## config.mk

```make
export PLATFORM = sky130hd
export DESIGN_NAME = atm_keypad_entry_flat
export DESIGN_NICKNAME = d
export VERILOG_FILES = /design/src/rtl/atm_keypad_entry_if.sv /design/src/rtl/atm_keypad_entry.sv /design/src/flat_wrapper.sv
export SDC_FILE = /design/constraint.sdc
export NUM_CORES = 1
export LEC_CHECK = 0
export BUFFER_PORTS_ARGS = -buffer_cell sky130_fd_sc_hd__buf_2
export CAP_MARGIN = 10
export CORE_MARGIN = 1.5
export CORE_UTILIZATION = 50
export CTS_CLUSTER_DIAMETER = 80
export CTS_CLUSTER_SIZE = 40
export DETAILED_ROUTE_END_ITERATION = 10
export GPL_ROUTABILITY_DRIVEN = 0
export GPL_TIMING_DRIVEN = 0
export PLACE_DENSITY = 0.69
export SETUP_SLACK_MARGIN = 0.02
export SYNTH_ARGS = -nofsm -noshare
export SYNTH_HDL_FRONTEND = slang
export SYNTH_SLANG_ARGS = --single-unit
export TNS_END_PERCENT = 50
```

## constraint.sdc

```tcl
create_clock -name clk -period 6.52 [get_ports clk]
set_clock_uncertainty 0.2 [all_clocks]
set_input_delay 0.978 -clock clk [delete_from_list [all_inputs] [get_ports clk]]
set_output_delay 0.978 -clock clk [all_outputs]
set_load 0.05 [all_outputs]
```

## src/rtl/atm_keypad_entry_if.sv

```systemverilog
// Keypad strobes, auth handshake and credential outputs of the ATM keypad front end.
interface atm_keypad_entry_if;
   logic        key_valid;
   logic [3:0]  key_code;
   logic        auth_done;
   logic        auth_ok;
   logic [11:0] accNumber;
   logic [3:0]  pin;
   logic        req_valid;
   logic        session;
   logic        locked;
   logic        err;
   logic        timeout;
   logic [1:0]  fail_cnt;

   // Environment side: keypad and authentication stage.
   modport master (
      output key_valid, key_code, auth_done, auth_ok,
      input  accNumber, pin, req_valid, session, locked, err, timeout, fail_cnt
   );

   // Keypad front end.
   modport slave (
      input  key_valid, key_code, auth_done, auth_ok,
      output accNumber, pin, req_valid, session, locked, err, timeout, fail_cnt
   );
endinterface

```

## src/rtl/atm_keypad_entry.sv

```systemverilog
// ATM keypad front end: assembles account number and PIN, requests authentication,
// and owns failed-attempt lockout and inactivity timeout. All outputs are registered.
module atm_keypad_entry #(
   parameter int unsigned ACC_DIGITS     = 4,
   parameter int unsigned MAX_ATTEMPTS   = 3,
   parameter int unsigned TIMEOUT_CYCLES = 100,
   parameter int unsigned LOCK_CYCLES    = 200
) (
   input logic               clk,
   input logic               rst,
   atm_keypad_entry_if.slave bus
);

   localparam int unsigned CntW  = $clog2(ACC_DIGITS + 1);
   localparam int unsigned TmrW  = $clog2(TIMEOUT_CYCLES + 1);
   localparam int unsigned LockW = $clog2(LOCK_CYCLES + 1);

   localparam logic [3:0] KeyClear  = 4'hA;
   localparam logic [3:0] KeyEnter  = 4'hB;
   localparam logic [3:0] KeyCancel = 4'hC;

   typedef enum logic [2:0] {
      StAccEntry,
      StPinEntry,
      StWaitAuth,
      StSession,
      StLocked
   } state_e;

   state_e           state_q, state_d;
   logic [13:0]      acc_acc_q, acc_acc_d;
   logic [CntW-1:0]  acc_cnt_q, acc_cnt_d;
   logic [11:0]      acc_num_q, acc_num_d;
   logic [3:0]       pin_reg_q, pin_reg_d;
   logic             pin_has_q, pin_has_d;
   logic [3:0]       pin_q, pin_d;
   logic [1:0]       fail_q, fail_d;
   logic [TmrW-1:0]  timer_q, timer_d;
   logic [LockW-1:0] lock_q, lock_d;
   logic             err_q, err_d;
   logic             tmo_q, tmo_d;
   logic             req_valid_q, session_q, locked_q;

   logic       is_digit;
   logic       key_cancel;
   logic       running;
   logic       tmo_hit;
   logic [1:0] fail_inc;

   assign is_digit   = bus.key_code <= 4'd9;
   assign key_cancel = bus.key_valid && (bus.key_code == KeyCancel);
   assign fail_inc   = fail_q + 2'd1;

   // Idle timer only runs while a transaction is in progress.
   assign running = (state_q == StPinEntry) || (state_q == StWaitAuth) ||
                    (state_q == StSession)  ||
                    ((state_q == StAccEntry) && (acc_cnt_q != '0));
   // Expiry on the edge where the idle count would reach TIMEOUT_CYCLES; a key resets it.
   assign tmo_hit = running && !bus.key_valid && (timer_q == TmrW'(TIMEOUT_CYCLES - 1));

   // Next-state, field updates, error/timeout pulses and timers.
   always_comb begin
      state_d   = state_q;
      acc_acc_d = acc_acc_q;
      acc_cnt_d = acc_cnt_q;
      acc_num_d = acc_num_q;
      pin_reg_d = pin_reg_q;
      pin_has_d = pin_has_q;
      pin_d     = pin_q;
      fail_d    = fail_q;
      lock_d    = '0;
      err_d     = 1'b0;
      tmo_d     = 1'b0;

      // Cancel and timeout abandon everything except the failure count, and take
      // priority over a same-cycle auth result.
      if ((state_q != StLocked) && (key_cancel || tmo_hit)) begin
         state_d   = StAccEntry;
         acc_acc_d = '0;
         acc_cnt_d = '0;
         acc_num_d = '0;
         pin_reg_d = '0;
         pin_has_d = 1'b0;
         pin_d     = '0;
         tmo_d     = tmo_hit;
      end else begin
         unique case (state_q)
            StAccEntry: begin
               if (bus.key_valid) begin
                  if (is_digit) begin
                     if (acc_cnt_q == CntW'(ACC_DIGITS)) begin
                        err_d = 1'b1;
                     end else begin
                        acc_acc_d = acc_acc_q * 14'd10 + 14'(bus.key_code);
                        acc_cnt_d = acc_cnt_q + CntW'(1);
                     end
                  end else if (bus.key_code == KeyClear) begin
                     acc_acc_d = '0;
                     acc_cnt_d = '0;
                  end else if (bus.key_code == KeyEnter) begin
                     acc_acc_d = '0;
                     acc_cnt_d = '0;
                     if ((acc_cnt_q == '0) || (acc_acc_q > 14'd4095)) begin
                        err_d = 1'b1;
                     end else begin
                        acc_num_d = acc_acc_q[11:0];
                        state_d   = StPinEntry;
                     end
                  end
               end
            end

            StPinEntry: begin
               if (bus.key_valid) begin
                  if (is_digit) begin
                     if (pin_has_q) begin
                        err_d = 1'b1;
                     end else begin
                        pin_reg_d = bus.key_code;
                        pin_has_d = 1'b1;
                     end
                  end else if (bus.key_code == KeyClear) begin
                     pin_reg_d = '0;
                     pin_has_d = 1'b0;
                  end else if (bus.key_code == KeyEnter) begin
                     if (!pin_has_q) begin
                        err_d = 1'b1;
                     end else begin
                        pin_d     = pin_reg_q;
                        pin_reg_d = '0;
                        pin_has_d = 1'b0;
                        state_d   = StWaitAuth;
                     end
                  end
               end
            end

            StWaitAuth: begin
               if (bus.auth_done) begin
                  if (bus.auth_ok) begin
                     fail_d  = '0;
                     state_d = StSession;
                  end else begin
                     fail_d = fail_inc;
                     pin_d  = '0;
                     if (32'(fail_inc) == MAX_ATTEMPTS) begin
                        state_d = StLocked;
                     end else begin
                        state_d = StPinEntry;
                     end
                  end
               end
            end

            StSession: begin
            end

            StLocked: begin
               if (lock_q == LockW'(LOCK_CYCLES - 1)) begin
                  state_d   = StAccEntry;
                  fail_d    = '0;
                  acc_acc_d = '0;
                  acc_cnt_d = '0;
                  acc_num_d = '0;
                  pin_reg_d = '0;
                  pin_has_d = 1'b0;
                  pin_d     = '0;
               end else begin
                  lock_d = lock_q + LockW'(1);
               end
            end

            default: begin
               state_d = StAccEntry;
            end
         endcase
      end

      if (bus.key_valid || (state_d != state_q) || tmo_hit || !running) begin
         timer_d = '0;
      end else if (timer_q != TmrW'(TIMEOUT_CYCLES)) begin
         timer_d = timer_q + TmrW'(1);
      end else begin
         timer_d = timer_q;
      end
   end

   // State and registered outputs; status flags decode the next state so they align with it.
   always_ff @(posedge clk or posedge rst) begin
      if (rst) begin
         state_q     <= StAccEntry;
         acc_acc_q   <= '0;
         acc_cnt_q   <= '0;
         acc_num_q   <= '0;
         pin_reg_q   <= '0;
         pin_has_q   <= 1'b0;
         pin_q       <= '0;
         fail_q      <= '0;
         timer_q     <= '0;
         lock_q      <= '0;
         err_q       <= 1'b0;
         tmo_q       <= 1'b0;
         req_valid_q <= 1'b0;
         session_q   <= 1'b0;
         locked_q    <= 1'b0;
      end else begin
         state_q     <= state_d;
         acc_acc_q   <= acc_acc_d;
         acc_cnt_q   <= acc_cnt_d;
         acc_num_q   <= acc_num_d;
         pin_reg_q   <= pin_reg_d;
         pin_has_q   <= pin_has_d;
         pin_q       <= pin_d;
         fail_q      <= fail_d;
         timer_q     <= timer_d;
         lock_q      <= lock_d;
         err_q       <= err_d;
         tmo_q       <= tmo_d;
         req_valid_q <= (state_d == StWaitAuth);
         session_q   <= (state_d == StSession);
         locked_q    <= (state_d == StLocked);
      end
   end

   assign bus.accNumber = acc_num_q;
   assign bus.pin       = pin_q;
   assign bus.req_valid = req_valid_q;
   assign bus.session   = session_q;
   assign bus.locked    = locked_q;
   assign bus.err       = err_q;
   assign bus.timeout   = tmo_q;
   assign bus.fail_cnt  = fail_q;

endmodule
```

## src/flat_wrapper.sv

```systemverilog
// flat-port wrapper written by rule: the top's interface ports become plain ports
module atm_keypad_entry_flat 
#(
   parameter int unsigned ACC_DIGITS     = 4,
   parameter int unsigned MAX_ATTEMPTS   = 3,
   parameter int unsigned TIMEOUT_CYCLES = 100,
   parameter int unsigned LOCK_CYCLES    = 200
)
  (clk, rst, bus_key_valid, bus_key_code, bus_auth_done, bus_auth_ok, bus_accNumber, bus_pin, bus_req_valid, bus_session, bus_locked, bus_err, bus_timeout, bus_fail_cnt);
  atm_keypad_entry_if bus_i ();
  input logic clk;
  input logic rst;
  input wire logic [$bits(bus_i.key_valid)-1:0] bus_key_valid;
  input wire logic [$bits(bus_i.key_code)-1:0] bus_key_code;
  input wire logic [$bits(bus_i.auth_done)-1:0] bus_auth_done;
  input wire logic [$bits(bus_i.auth_ok)-1:0] bus_auth_ok;
  output wire logic [$bits(bus_i.accNumber)-1:0] bus_accNumber;
  output wire logic [$bits(bus_i.pin)-1:0] bus_pin;
  output wire logic [$bits(bus_i.req_valid)-1:0] bus_req_valid;
  output wire logic [$bits(bus_i.session)-1:0] bus_session;
  output wire logic [$bits(bus_i.locked)-1:0] bus_locked;
  output wire logic [$bits(bus_i.err)-1:0] bus_err;
  output wire logic [$bits(bus_i.timeout)-1:0] bus_timeout;
  output wire logic [$bits(bus_i.fail_cnt)-1:0] bus_fail_cnt;
  assign bus_i.key_valid = bus_key_valid;
  assign bus_i.key_code = bus_key_code;
  assign bus_i.auth_done = bus_auth_done;
  assign bus_i.auth_ok = bus_auth_ok;
  assign bus_accNumber = bus_i.accNumber;
  assign bus_pin = bus_i.pin;
  assign bus_req_valid = bus_i.req_valid;
  assign bus_session = bus_i.session;
  assign bus_locked = bus_i.locked;
  assign bus_err = bus_i.err;
  assign bus_timeout = bus_i.timeout;
  assign bus_fail_cnt = bus_i.fail_cnt;
  atm_keypad_entry #(.ACC_DIGITS(ACC_DIGITS), .MAX_ATTEMPTS(MAX_ATTEMPTS), .TIMEOUT_CYCLES(TIMEOUT_CYCLES), .LOCK_CYCLES(LOCK_CYCLES)) u_core (.clk(clk), .rst(rst), .bus(bus_i));
endmodule
```

After elaboration in Yosys (flattened, before gate mapping)
Index checks and enable logic that the tools add are counted.

cells by class
  bitwise operators = 1
  $add $sub $neg = 5
  magnitude comparators = 2
  equal/unequal tests = 37
  reductions and logical operators = 29
  multiplexer cells = 89
  multipliers = 1

operators by type and width
  operator                                                                           count
  14-bit 2-to-1 mux                                                                  7
  12-bit 2-to-1 mux                                                                  7
  3-bit 2-to-1 mux                                                                   22
  4-bit 2-to-1 mux                                                                   16
  3-bit != test, second input constant                                               12
  14-bit one-hot mux with 2 select lines                                             1
  8-bit 2-to-1 mux                                                                   3
  12-bit one-hot mux with 2 select lines                                             1
  1-bit 2-to-1 mux                                                                   20
  3-bit one-hot mux with 5 select lines                                              1
  14-bit by 4-bit adder with 14-bit output                                           1
  14-bit by 12-bit greater-than comparator with 1-bit output, second input constant  1
  14-bit by 3-bit multiplier with 13-bit output, second input constant               1
  7-bit 2-to-1 mux                                                                   2
  3-bit by 2-bit equality test with 1-bit output, second input constant              4
  4-bit equality test, second input constant                                         3
  4-bit one-hot mux with 3 select lines                                              1
  5-bit by 4-bit != test with 1-bit output, second input constant                    2
  3-bit equality test, second input constant                                         3
  9-bit AND reduction                                                                1
  3-bit nonzero test                                                                 3
  8-bit by 1-bit adder with 8-bit output, second input constant                      1
  8-bit equality test, second input constant                                         1
  1-bit logical OR                                                                   8
  30 further kinds                                                                   42

word-level totals
  output and inout bits = 23
  word-level logic and storage cells = 179
  flip-flop bits (word level) = 63

Logic depth before layout (Yosys ltp)
Gate-level depths: netlist (run 1).

  word-level depth = 14
  gate-level depth with buffers = 11
  gate-level depth less buffers = 11

Least setup slack after synthesis (run 1)
Ideal clock, no wire load.

  path kind = reg2reg
  from = register u_core.acc_acc_q[1]
  to = register u_core.acc_acc_q[13]
  required time = 6.199 ns
  buffers on the path = 0
  setup time = 0.121 ns
  stages on the path, launching flop included = 12
  slack = 3.379 ns
  arrival = 2.820 ns
  path through = dfrtp_1 ha_1 ha_1 inv_1 fa_1 xnor2_1 nor4b_1 nor2b_1 nand4_1 nor4_4 xnor2_1 a22o_1

on the way
  longest elaborated chain between the ends = 7

ends and longest elaborated chain
  what                                           RTL line                 source
  start, declared                                atm_keypad_entry.sv:31   logic [13:0] acc_acc_q, acc_acc_d;
  start signal, assigned                         atm_keypad_entry.sv:192  acc_acc_q <= '0;
  start signal, assigned                         atm_keypad_entry.sv:208  acc_acc_q <= acc_acc_d;
  14-bit by 3-bit multiplier with 13-bit output  atm_keypad_entry.sv:94   acc_acc_d = acc_acc_q * 14'd10 + 14'(bus.key_code);
  14-bit by 4-bit adder with 14-bit output       atm_keypad_entry.sv:94
  14-bit 2-to-1 mux                              atm_keypad_entry.sv:91   if (acc_cnt_q == CntW'(ACC_DIGITS)) begin
  14-bit 2-to-1 mux                              atm_keypad_entry.sv:90   if (is_digit) begin
  14-bit 2-to-1 mux                              atm_keypad_entry.sv:89   if (bus.key_valid) begin
  14-bit one-hot mux with 2 select lines         atm_keypad_entry.sv:87   unique case (state_q)
  14-bit 2-to-1 mux                              atm_keypad_entry.sv:77   if ((state_q != StLocked) && (key_cancel || tmo_hit)) begin

Every way passes these cells. The select of a mux whose other input is x is not followed.
A chain may end at the register's enable or synchronous reset.

Worst setup path after layout (run 1)
Ends and elaborated chain as after synthesis.

==> results by group, run 1 <==
Floorplanning
  – Die H: 90.6 µm
  – Die Area: 0.00820 mm²
  – Initial Util: 52.3%
  – Num rows: 31
  – Core area: 0.00733 mm²
  – Die extent in x: 90.6 µm
  – Number of I/O pins: 32

Timing
  – Slew Limit Headroom: 41.5%
  – Highest clock rate: 0.290 GHz
  – Setup Viol. Count Final: 0
  – Period utilisation layout: 52.9%
  – Final TNS setup: 0 ns
  – Final Hold Vio Count: 0
  – Fin crit period: 3.45 ns
  – Pins Over Slew Limit: 0
  – RSZ-0062 raised after global routing: no
  – Worst Tran Pin Value: 0.864 ns

Placed design
  – HPWL Detailed: 6100 µm
  – Placed insts: 535
  – IO buf count: 31

Route
  – DRT Wirelength: 8170 µm
  – Initial drt markers: 117
  – Antenna viol nets, final: 0
  – Total number of vias: 3018
  – Routed vias/inst: 5.48
  – DRC: 0
  – DR pass1 iterations: 4
  – Drt wl/cell: 14.8 µm

Final layout
  – Most common cell after layout, fill and taps aside: dfrtp_1
  – Final non-filler cell total: 551
  – Layout Nets: 486
  – Area grow syn2layout: 14.1%
  – Antenna Cells: 0
  – Commonest non-fill, non-tap cells in the layout: dfrtp_1, nand2_1, nor2_1
  – Proportion of layout cells with a drive suffix above 1: 14.6%

Power and ir drop
  – Max VDD drop: 0.000239 V
  – Pleak: 2.13 nW
  – Internal Power: 1.11 mW
  – PD cells: 441 mW/mm²
  – Logic pwr share: 48.1%
  – Net Sw Power: 819 µW
  – Sw Share: 42.4%
  – Clk network pwr share: 21.1%
  – Share of power burned in registers: 30.8%

Run
  – Number of max-cap violations: 0

Yosys
  – Synth Flop Type: dfrtp_1
  – Largest family of logic cells by synthesized area: simple AND/OR/NAND/NOR gates
  – Syn_nets: 443
  – Post-synth cell types: 56
  – Share of the synthesized area in the top cell type: 41.1%
  – Yosys reg bits: 63
  – Synth top area cells: dfrtp_1, ha_1, nand2_1
  – Cells after Synth: 404
  – Post-Syn Area per Cell: 9.49 µm²
  – EDFF count, synth: 0
  – Post-Synth Simple-Gate Area: 20.7%
  – Post-Synth Adder-Cell Area: 10.2%
  – Synth warn: 0
  – Asr flop ratio synth: 100%
  – Cell Area, Synth: 0.00383 mm²
  – XOR/XNOR share of the synthesized area: 6.17%
  – Post-synthesis sequential area ratio: 41.1%
  – Synth Area in Compound Gates: 15.6%
  – Post-synth top area cell: dfrtp_1
  – Mux contribution to synthesized area: 3.13%

Worst hold path
  – Hold Crit Class: reg2reg
  – Worst hold path depth: 1

CTS
  – CTS resizes: 0
  – Clock Pin Slew Worst Setup and Hold Paths: 0.07 ns
  – Clk sinks: 63
  – Clock root buffer master: clkbuf_8
  – Post-CTS setup buffers: 0
  – Max Buffers Root-to-Sink: 2
  – CTS tree: built
  – H-tree depth: 3
  – Clock Latency Late Sink: 0.34 ns
  – Num CTS Buffers: 9
  – Post-CTS Hold Buffers: 0

Worst setup path
  – Crit path DAT: 3.48 ns
  – R2R depth: 11
  – CP Data Required Time: 6.55 ns
  – Worst setup EP type: register
  – Crit Path Class: reg2reg
  – Worst Setup Start Kind: register
  – Worst-path maximum fanout: 5

GRT
  – Pin count of the biggest net entering global routing: 36
  – Antenna violations before repair: 0
  – Total global routing overflow: 0
  – Tot GR Track Use: 21.2%
  – Vias in the first global route: 2950
  – Global-route wire length before repair: 13900 µm

Outcome
  – Status: finished, final reports clean
==> sequential cells by signal, summed over array words and instances (netlist names) <==
signal                flops
u_core.bus.locked         1
u_core.pin_reg_q          4
u_core.bus.err            1
u_core.timer_q            7
u_core.bus.req_valid      1
u_core.pin_has_q          1
u_core.bus.timeout        1
u_core.lock_q             8
u_core.acc_acc_q         14
u_core.state_q            3
u_core.acc_cnt_q          3
u_core.bus.fail_cnt       2
u_core.bus.accNumber     12
u_core.bus.session        1
u_core.bus.pin            4
==> metal layers <==
layer	part of all wire, %	global-route usage (%)
met3	2.2	3.11
met2	49	36.1
met5	0	0
met4	2.1	10.6
met1	47	26.0
==> power groups by stage <==
stage          Combinational, mW  Clock, mW  Sequential (mW)
6_report                   0.929      0.408            0.594
3_5_place_dp               0.933          0            0.602
3_3_place_gp               0.906          0            0.597
2_1_floorplan              0.583          0            0.752
4_1_cts                    0.935      0.411            0.595
5_1_grt                     1.03      0.426            0.611
==> cell type report <==
type	count	area (µm²)
Multi-Input combinational cell	310	2140
Clock inverter	2	60.1
Inverter	16	60.1
Buffer	15	60.1
Clock buffer	14	183
Sequential cell	63	1580
Fill cell	649	2950
Tap cell	99	124
Timing Repair Buffer	32	175
==> critical path: stages (launching register included) <==
cell and delay (ns):
dfrtp_1 0.44, ha_1 0.31, ha_1 0.19, inv_1 0.06
fa_1 0.44, xnor2_1 0.30, nor4b_1 0.42, nor2b_1 0.25
nand4_1 0.18, nor4_4 0.26, xnor2_1 0.10, a22o_1 0.19
==> cells by family after synthesis <==
kind of cell,Yosys count
simple gates,159
compound gates,83
flops,63
buf+inv,31
fa+ha+maj,30
xor+xnor,27
mux,11
==> metrics by stage <==
stage                     area, µm²  utilization (%)  hold WS [ns]  setup WS, ns  power [mW]
after global placement         4110             56.1         0.242          3.03        1.50
after global routing           4380             59.7         0.296          2.79        2.07
after CTS                      4380             59.7         0.276          3.03        1.94
final                          4380             59.7         0.268          3.07        1.93
after floorplan                3830                -         0.225          3.38        1.34
after detailed placement       4130             56.4         0.246          3.05        1.54
==> final timing paths <==
path | slack [ns] | from | end
max in group asynchronous | 5.00 | rst | u_core.lock_q[4]
worst max-delay path | 3.07 | u_core.acc_acc_q[1] | u_core.acc_acc_q[13]
min in group asynchronous | 0.52 | rst | u_core.bus.accNumber[8]
worst min-delay path | 0.27 | u_core.lock_q[0] | u_core.lock_q[0]
worst min register to register | 0.27 | u_core.lock_q[0] | u_core.lock_q[0]
worst max register to register | 3.07 | u_core.acc_acc_q[1] | u_core.acc_acc_q[13]
==> Yosys cell counts, types with 5 or more instances <==
library cell / n
nor2b_1: 7
mux2_2: 8
o21ai_0: 22
nand3_1: 13
nand2_1: 53
xor2_1: 11
xnor2_1: 16
nor3_1: 8
a21oi_1: 8
a22o_1: 16
nor2_1: 41
clkbuf_1: 12
inv_1: 16
and3_1: 7
ha_1: 28
and2_1: 5
dfrtp_1: 63
Note: power is estimated with default switching activity, not from simulation.
==> inputs of run 2 (changes only) <==
Settings changed: PLACE_DENSITY 0.69 to 0.71.
Clock period 6.52 ns to 3.1 ns, I/O delays scaled along.
==> results by group, run 2 (synthesis results as in run 1) <==
Worst setup path
  – RR Startpoint: u_core.acc_acc_q[3]
  – R2R depth: 11
  – Worst R2R Setup Slack: 0.003 ns
  – Worst setup EP type: register
  – Worst Setup Start Kind: register
  – Worst-path maximum fanout: 4
  – Crit Path Class: reg2reg
  – Crit path DAT: 3.13 ns
  – FF-to-FF End: u_core.acc_acc_q[13]
  – CP Data Required Time: 3.13 ns

CTS
  – Clock Latency Late Sink: 0.34 ns
  – Num CTS Buffers: 9
  – Max Buffers Root-to-Sink: 2
  – Post-CTS Hold Buffers: 0
  – CTS tree: built
  – Clock root buffer master: clkbuf_8
  – Clk sinks: 63
  – H-tree depth: 3
  – Clock Pin Slew Worst Setup and Hold Paths: 0.06 ns

Timing
  – Worst Tran Pin Value: 0.854 ns
  – Final Hold Vio Count: 0
  – Pins Over Slew Limit: 0
  – Period utilisation layout: 99.9%
  – Highest clock rate: 0.323 GHz
  – Slew Limit Headroom: 42.7%
  – Fin crit period: 3.10 ns
  – Hold slack: 0.0495 ns
  – Worst Setup Slack, final: 0.00349 ns
  – RSZ-0062 raised after global routing: yes
  – Setup Viol. Count Final: 0

Route
  – Initial drt markers: 139
  – Routed vias/inst: 5.62
  – Total number of vias: 3090
  – Antenna viol nets, final: 0
  – Drt wl/cell: 15.1 µm
  – DR pass1 iterations: 4
  – DRC: 0
  – DRT Wirelength: 8330 µm

GRT
  – Vias in the first global route: 3083
  – Pin count of the biggest net entering global routing: 36
  – Total global routing overflow: 0
  – Global-route wire length before repair: 14300 µm
  – Antenna violations before repair: 0
  – Tot GR Track Use: 21.7%

Power and ir drop
  – Max VDD drop: 0.000580 V
  – Pleak: 2.12 nW
  – PD cells: 918 mW/mm²

Floorplanning
  – Die Area: 0.00820 mm²
  – Core area: 0.00733 mm²
  – Initial Util: 52.3%
  – Die H: 90.6 µm
  – Die extent in x: 90.6 µm
  – Number of I/O pins: 32
  – Num rows: 31

Worst hold path
  – Hold Crit Class: in2async

Final layout
  – Antenna Cells: 0
  – Largest register by flop count: u_core.acc_acc_q
  – Area grow syn2layout: 15.3%
  – Commonest non-fill, non-tap cells in the layout: dfrtp_1, nand2_1, nor2_1
  – Proportion of layout cells with a drive suffix above 1: 17.5%
  – Most common cell after layout, fill and taps aside: dfrtp_1
  – Layout Nets: 488
  – Number of flip-flops in the largest register: 14

Outcome
  – Status: finished, final reports clean

Placed design
  – HPWL Detailed: 6190 µm
  – IO buf count: 31
  – Setup WS pre-CTS: -0.245 ns

Run
  – Number of max-cap violations: 0
-- run 2: cell count changes in the layout (fill, tap and decap cells not counted), sizes merged --
cell and change:
clkbuf -2, clkinv +1, bufinv -2, buf +2
-- run 2: critical path, stage by stage (launching register included) --
cell and delay [ns]:
dfrtp_2 0.45, ha_4 0.24, ha_4 0.17, inv_2 0.06, fa_2 0.29, nor2b_4 0.07
o311a_4 0.33, or4b_4 0.49, o311a_4 0.18, nor4_4 0.23, xnor2_1 0.09, a22o_1 0.20
-- run 2: where the power goes --
| group | internal (mW) | total, mW | switching [mW] | leakage [nW] |
|---|---|---|---|---|
| Combinational | 0.857 | 2.17 | 1.31 | 1.19 |
| Clock | 0.341 | 0.632 | 0.291 | 0.0902 |
| Sequential | 1.06 | 1.26 | 0.201 | 0.843 |
| Total | 2.26 | 4.06 | 1.80 | 2.12 |
-- run 2: final cells by class --
type	count	area, µm²
flip-flops and latches	63	1580
repair buffers	34	190
plain buffers	15	60.1
well taps	99	124
multi-input cells	310	2240
inverters	16	60.1
clock buffers	12	165
clock inverters	1	5.00
fillers	619	2910
-- run 2: worst max-delay path by stage --
stage                         from                    to  depth (start not counted)
3_5_place_dp   u_core.acc_acc_q[1]  u_core.acc_acc_q[13]                         11
2_1_floorplan  u_core.acc_acc_q[1]  u_core.acc_acc_q[13]                         11
4_1_cts        u_core.acc_acc_q[3]  u_core.acc_acc_q[13]                         11
3_3_place_gp   u_core.acc_acc_q[1]  u_core.acc_acc_q[13]                         11
5_1_grt        u_core.acc_acc_q[3]  u_core.acc_acc_q[13]                         11
6_report       u_core.acc_acc_q[3]  u_core.acc_acc_q[13]                         11
-- run 2: metal layers --
metal	wire [µm]	track usage [%]	share of wire, %
met1	3840	27.0	46
met4	207	11.8	2.5
met5	0	0	0
met3	279	3.03	3.3
met2	4010	36.5	48
-- run 2: repair_timing --
| action | 4_1_cts | 5_1_grt |
|---|---|---|
| hold endpoints to repair | 0 | 0 |
| pin swaps | 4 | 5 |
| endpoints found under the setup margin | 3 | 3 |
| buffers inserted | 1 | 1 |
| gates resized for setup | 4 | 11 |
| cloned | 0 | 0 |
-- run 2: per-stage QoR --
step / std cells / setup TNS [ns] / util (%) / instance area (µm²) / total power, mW
CTS: 549 / -0.0508 / 59.4 / 4360 / 3.96
finish: 550 / 0 / 60.3 / 4420 / 4.06
global route: 550 / -0.232 / 60.3 / 4420 / 4.36
global placement: 534 / -0.361 / 56.4 / 4130 / 3.19
floorplan: 404 / 0 / - / 3850 / 2.84
detailed placement: 535 / -0.531 / 56.7 / 4150 / 3.27
==> inputs of run 3 (changes only) <==
Settings changed: ABC_AREA from default to 1, SLEW_MARGIN from default to 0.
==> results by group, run 3 <==
Worst setup path
  – Crit path DAT: 2.92 ns
  – CP Data Required Time: 3.13 ns
  – Worst setup EP type: register
  – Worst Setup Start Kind: register
  – Worst-path maximum fanout: 5
  – Crit Path Class: reg2reg

Yosys
  – Cell Area, Synth: 0.00405 mm²
  – Mux contribution to synthesized area: 0%
  – Post-Synth Simple-Gate Area: 31.5%
  – Synth Area in Compound Gates: 9.89%
  – XOR/XNOR share of the synthesized area: 2.60%
  – Synth warn: 0
  – Cells after Synth: 524
  – Post-synth cell types: 41
  – Post-synth top area cell: dfrtp_1
  – EDFF count, synth: 0
  – Asr flop ratio synth: 100%
  – Post-synthesis sequential area ratio: 39.0%
  – Yosys reg bits: 63
  – Largest family of logic cells by synthesized area: simple AND/OR/NAND/NOR gates
  – Most common cell in the synthesized netlist: nand2_1
  – Syn_nets: 563
  – Share of the synthesized area in the top cell type: 39.0%
  – Synth top area cells: dfrtp_1, nand2_1, ha_1
  – Synth Flop Type: dfrtp_1
  – Post-Synth Adder-Cell Area: 9.65%
  – Post-synth top cells: nand2_1, dfrtp_1, inv_1, nor2_1, nand3_1
  – Post-Syn Area per Cell: 7.72 µm²

Route
  – DR pass1 iterations: 5
  – Drt wl/cell: 12.5 µm
  – DRT Wirelength: 8460 µm
  – Antenna viol nets, final: 0
  – DRC: 0
  – Routed vias/inst: 5.14
  – Initial drt markers: 155
  – Total number of vias: 3468

Power and ir drop
  – Net Sw Power: 2.06 mW
  – Power Total: 4.32 mW
  – Pleak: 2.41 nW
  – Clk network pwr share: 17.4%
  – Share of power burned in registers: 29.6%
  – PD cells: 947 mW/mm²
  – Logic pwr share: 52.9%
  – Internal Power: 2.26 mW
  – Sw Share: 47.8%
  – Max VDD drop: 0.000356 V

Placed design
  – HPWL Detailed: 6670 µm
  – Placed insts: 658
  – IO buf count: 31

Final layout
  – Area grow syn2layout: 12.8%
  – Most common cell after layout, fill and taps aside: nand2_1
  – Filler cells: 708
  – Sequential cell area: 0.00158 mm²
  – Final non-filler cell total: 675
  – Final Util: 58.8%
  – Largest register by flop count: u_core.acc_acc_q
  – Number of flip-flops in the largest register: 14
  – Proportion of layout cells with a drive suffix above 1: 15.4%
  – Commonest non-fill, non-tap cells in the layout: nand2_1, dfrtp_1, inv_1
  – Layout Nets: 606
  – Footprint of the multi-input gates: 0.00218 mm²

GRT
  – Global-route wire length before repair: 14400 µm
  – Vias in the first global route: 3203
  – Total global routing overflow: 0
  – Pin count of the biggest net entering global routing: 34
  – Tot GR Track Use: 21.1%
  – Antenna violations before repair: 1

CTS
  – H-tree depth: 3
  – Clk sinks: 63
  – Clock root buffer master: clkbuf_8
  – Post-CTS setup buffers: 0
  – Clock Pin Slew Worst Setup and Hold Paths: 0.07 ns
  – CTS tree: built
  – Clock Latency Late Sink: 0.34 ns
  – Num CTS Buffers: 9
  – Max Buffers Root-to-Sink: 2

Timing
  – RSZ-0062 raised after global routing: no
  – Highest clock rate: 0.346 GHz
  – Period utilisation layout: 93.3%
  – Pins Over Slew Limit: 0
  – Final TNS setup: 0 ns
  – Setup Viol. Count Final: 0
  – Fin crit period: 2.89 ns
  – Worst Tran Pin Value: 0.705 ns
  – Final Hold Vio Count: 0
  – Slew Limit Headroom: 52.9%

Outcome
  – Status: finished, final reports clean

Floorplanning
  – Number of I/O pins: 32
  – Die extent in x: 93.0 µm
  – Die Area: 0.00864 mm²
  – Core area: 0.00777 mm²
  – Num rows: 32
  – Initial Util: 52.1%
  – Die H: 93.0 µm

Run
  – Number of max-cap violations: 0

Worst hold path
  – Hold Crit Class: in2async
run 3: changes by cell type after synthesis, sizes merged, moves of 6 or more:
cell    previous run  this run
nor3               8        14
a21oi              8        14
nor2              41        50
nor2b              8         0
o21ai             26        42
nand2             53       158
inv               16        68
xnor2             16         4
nand3             13        41
clkbuf            12         0
a22o              16         0
mux2               8         0
and3               7         1
run 3: timing repair:
action / in CTS / in global routing
resized for setup: 0 / 1
setup endpoints to repair: 0 / 1
hold buffers: 0 / 0
endpoints found under the hold margin: 0 / 0
run 3: kinds of logic after synthesis:
kind of cell    Yosys count
xor+xnor                 12
fa+ha+maj                30
simple gates            278
compound gates           67
buf+inv                  74
flops                    63
run 3: metal layers:
layer  GRT usage (%)  wire length (µm)  vias up
met5               0                 0        -
met4            10.7               195        0
met3            4.43               388       16
met2            32.1              3720       75
met1            28.4              4160     1577
li1                -                 -     1800
run 3: layout make-up:
cell class,count,share of cell area [%]
diodes,1,0.0548
plain buffers,6,0.959
clock buffers,12,2.96
clock inverters,4,1.54
inverters,68,5.59
multi-input cells,387,47.7
flip-flops and latches,63,34.5
well taps,102,2.80
repair buffers,32,3.84
run 3: critical path, cell delays in order (launching register included):
cell	delay, ns
dfrtp_1	0.45
ha_1	0.31
ha_1	0.23
inv_1	0.07
fa_1	0.47
xnor2_2	0.21
nand4_1	0.16
nor2_1	0.16
nand2_1	0.10
nor2_1	0.18
nand3_1	0.09
nand3_1	0.09
nand2_1	0.05
run 3: final timing paths:
check | startpoint | to | slack, ns | cells past startpoint
max | u_core.acc_acc_q[1] | u_core.acc_acc_q[12] | 0.21 | 12
min | rst | u_core.bus.accNumber[6] | 0.03 | 2
max reg2reg | u_core.acc_acc_q[1] | u_core.acc_acc_q[12] | 0.21 | 12
min reg2reg | u_core.bus.accNumber[7] | u_core.bus.accNumber[7] | 0.28 | 2
max in group asynchronous | rst | u_core.lock_q[0] | 2.06 | 3
min in group clk | bus_auth_ok | u_core.bus.fail_cnt[1] | 0.13 | 2
run 3: power by group through the flow:
stage | sequential, mW | clock (mW) | combinational, mW
3_5_place_dp | 1.29 | 0 | 2.27
6_report | 1.28 | 0.752 | 2.29
2_1_floorplan | 1.58 | 0 | 1.49
4_1_cts | 1.28 | 0.768 | 2.28
3_3_place_gp | 1.29 | 0 | 2.22
5_1_grt | 1.31 | 0.811 | 2.58
run 3: per-stage QoR:
stage                     setup WS, ns  instance area, µm²  hold WS [ns]
after floorplan                  0.498                4050         0.252
after global placement           0.146                4330         0.267
after detailed placement         0.170                4350         0.274
after CTS                        0.156                4550        0.0466
after global routing            0.0271                4560        0.0921
final                            0.208                4560        0.0300
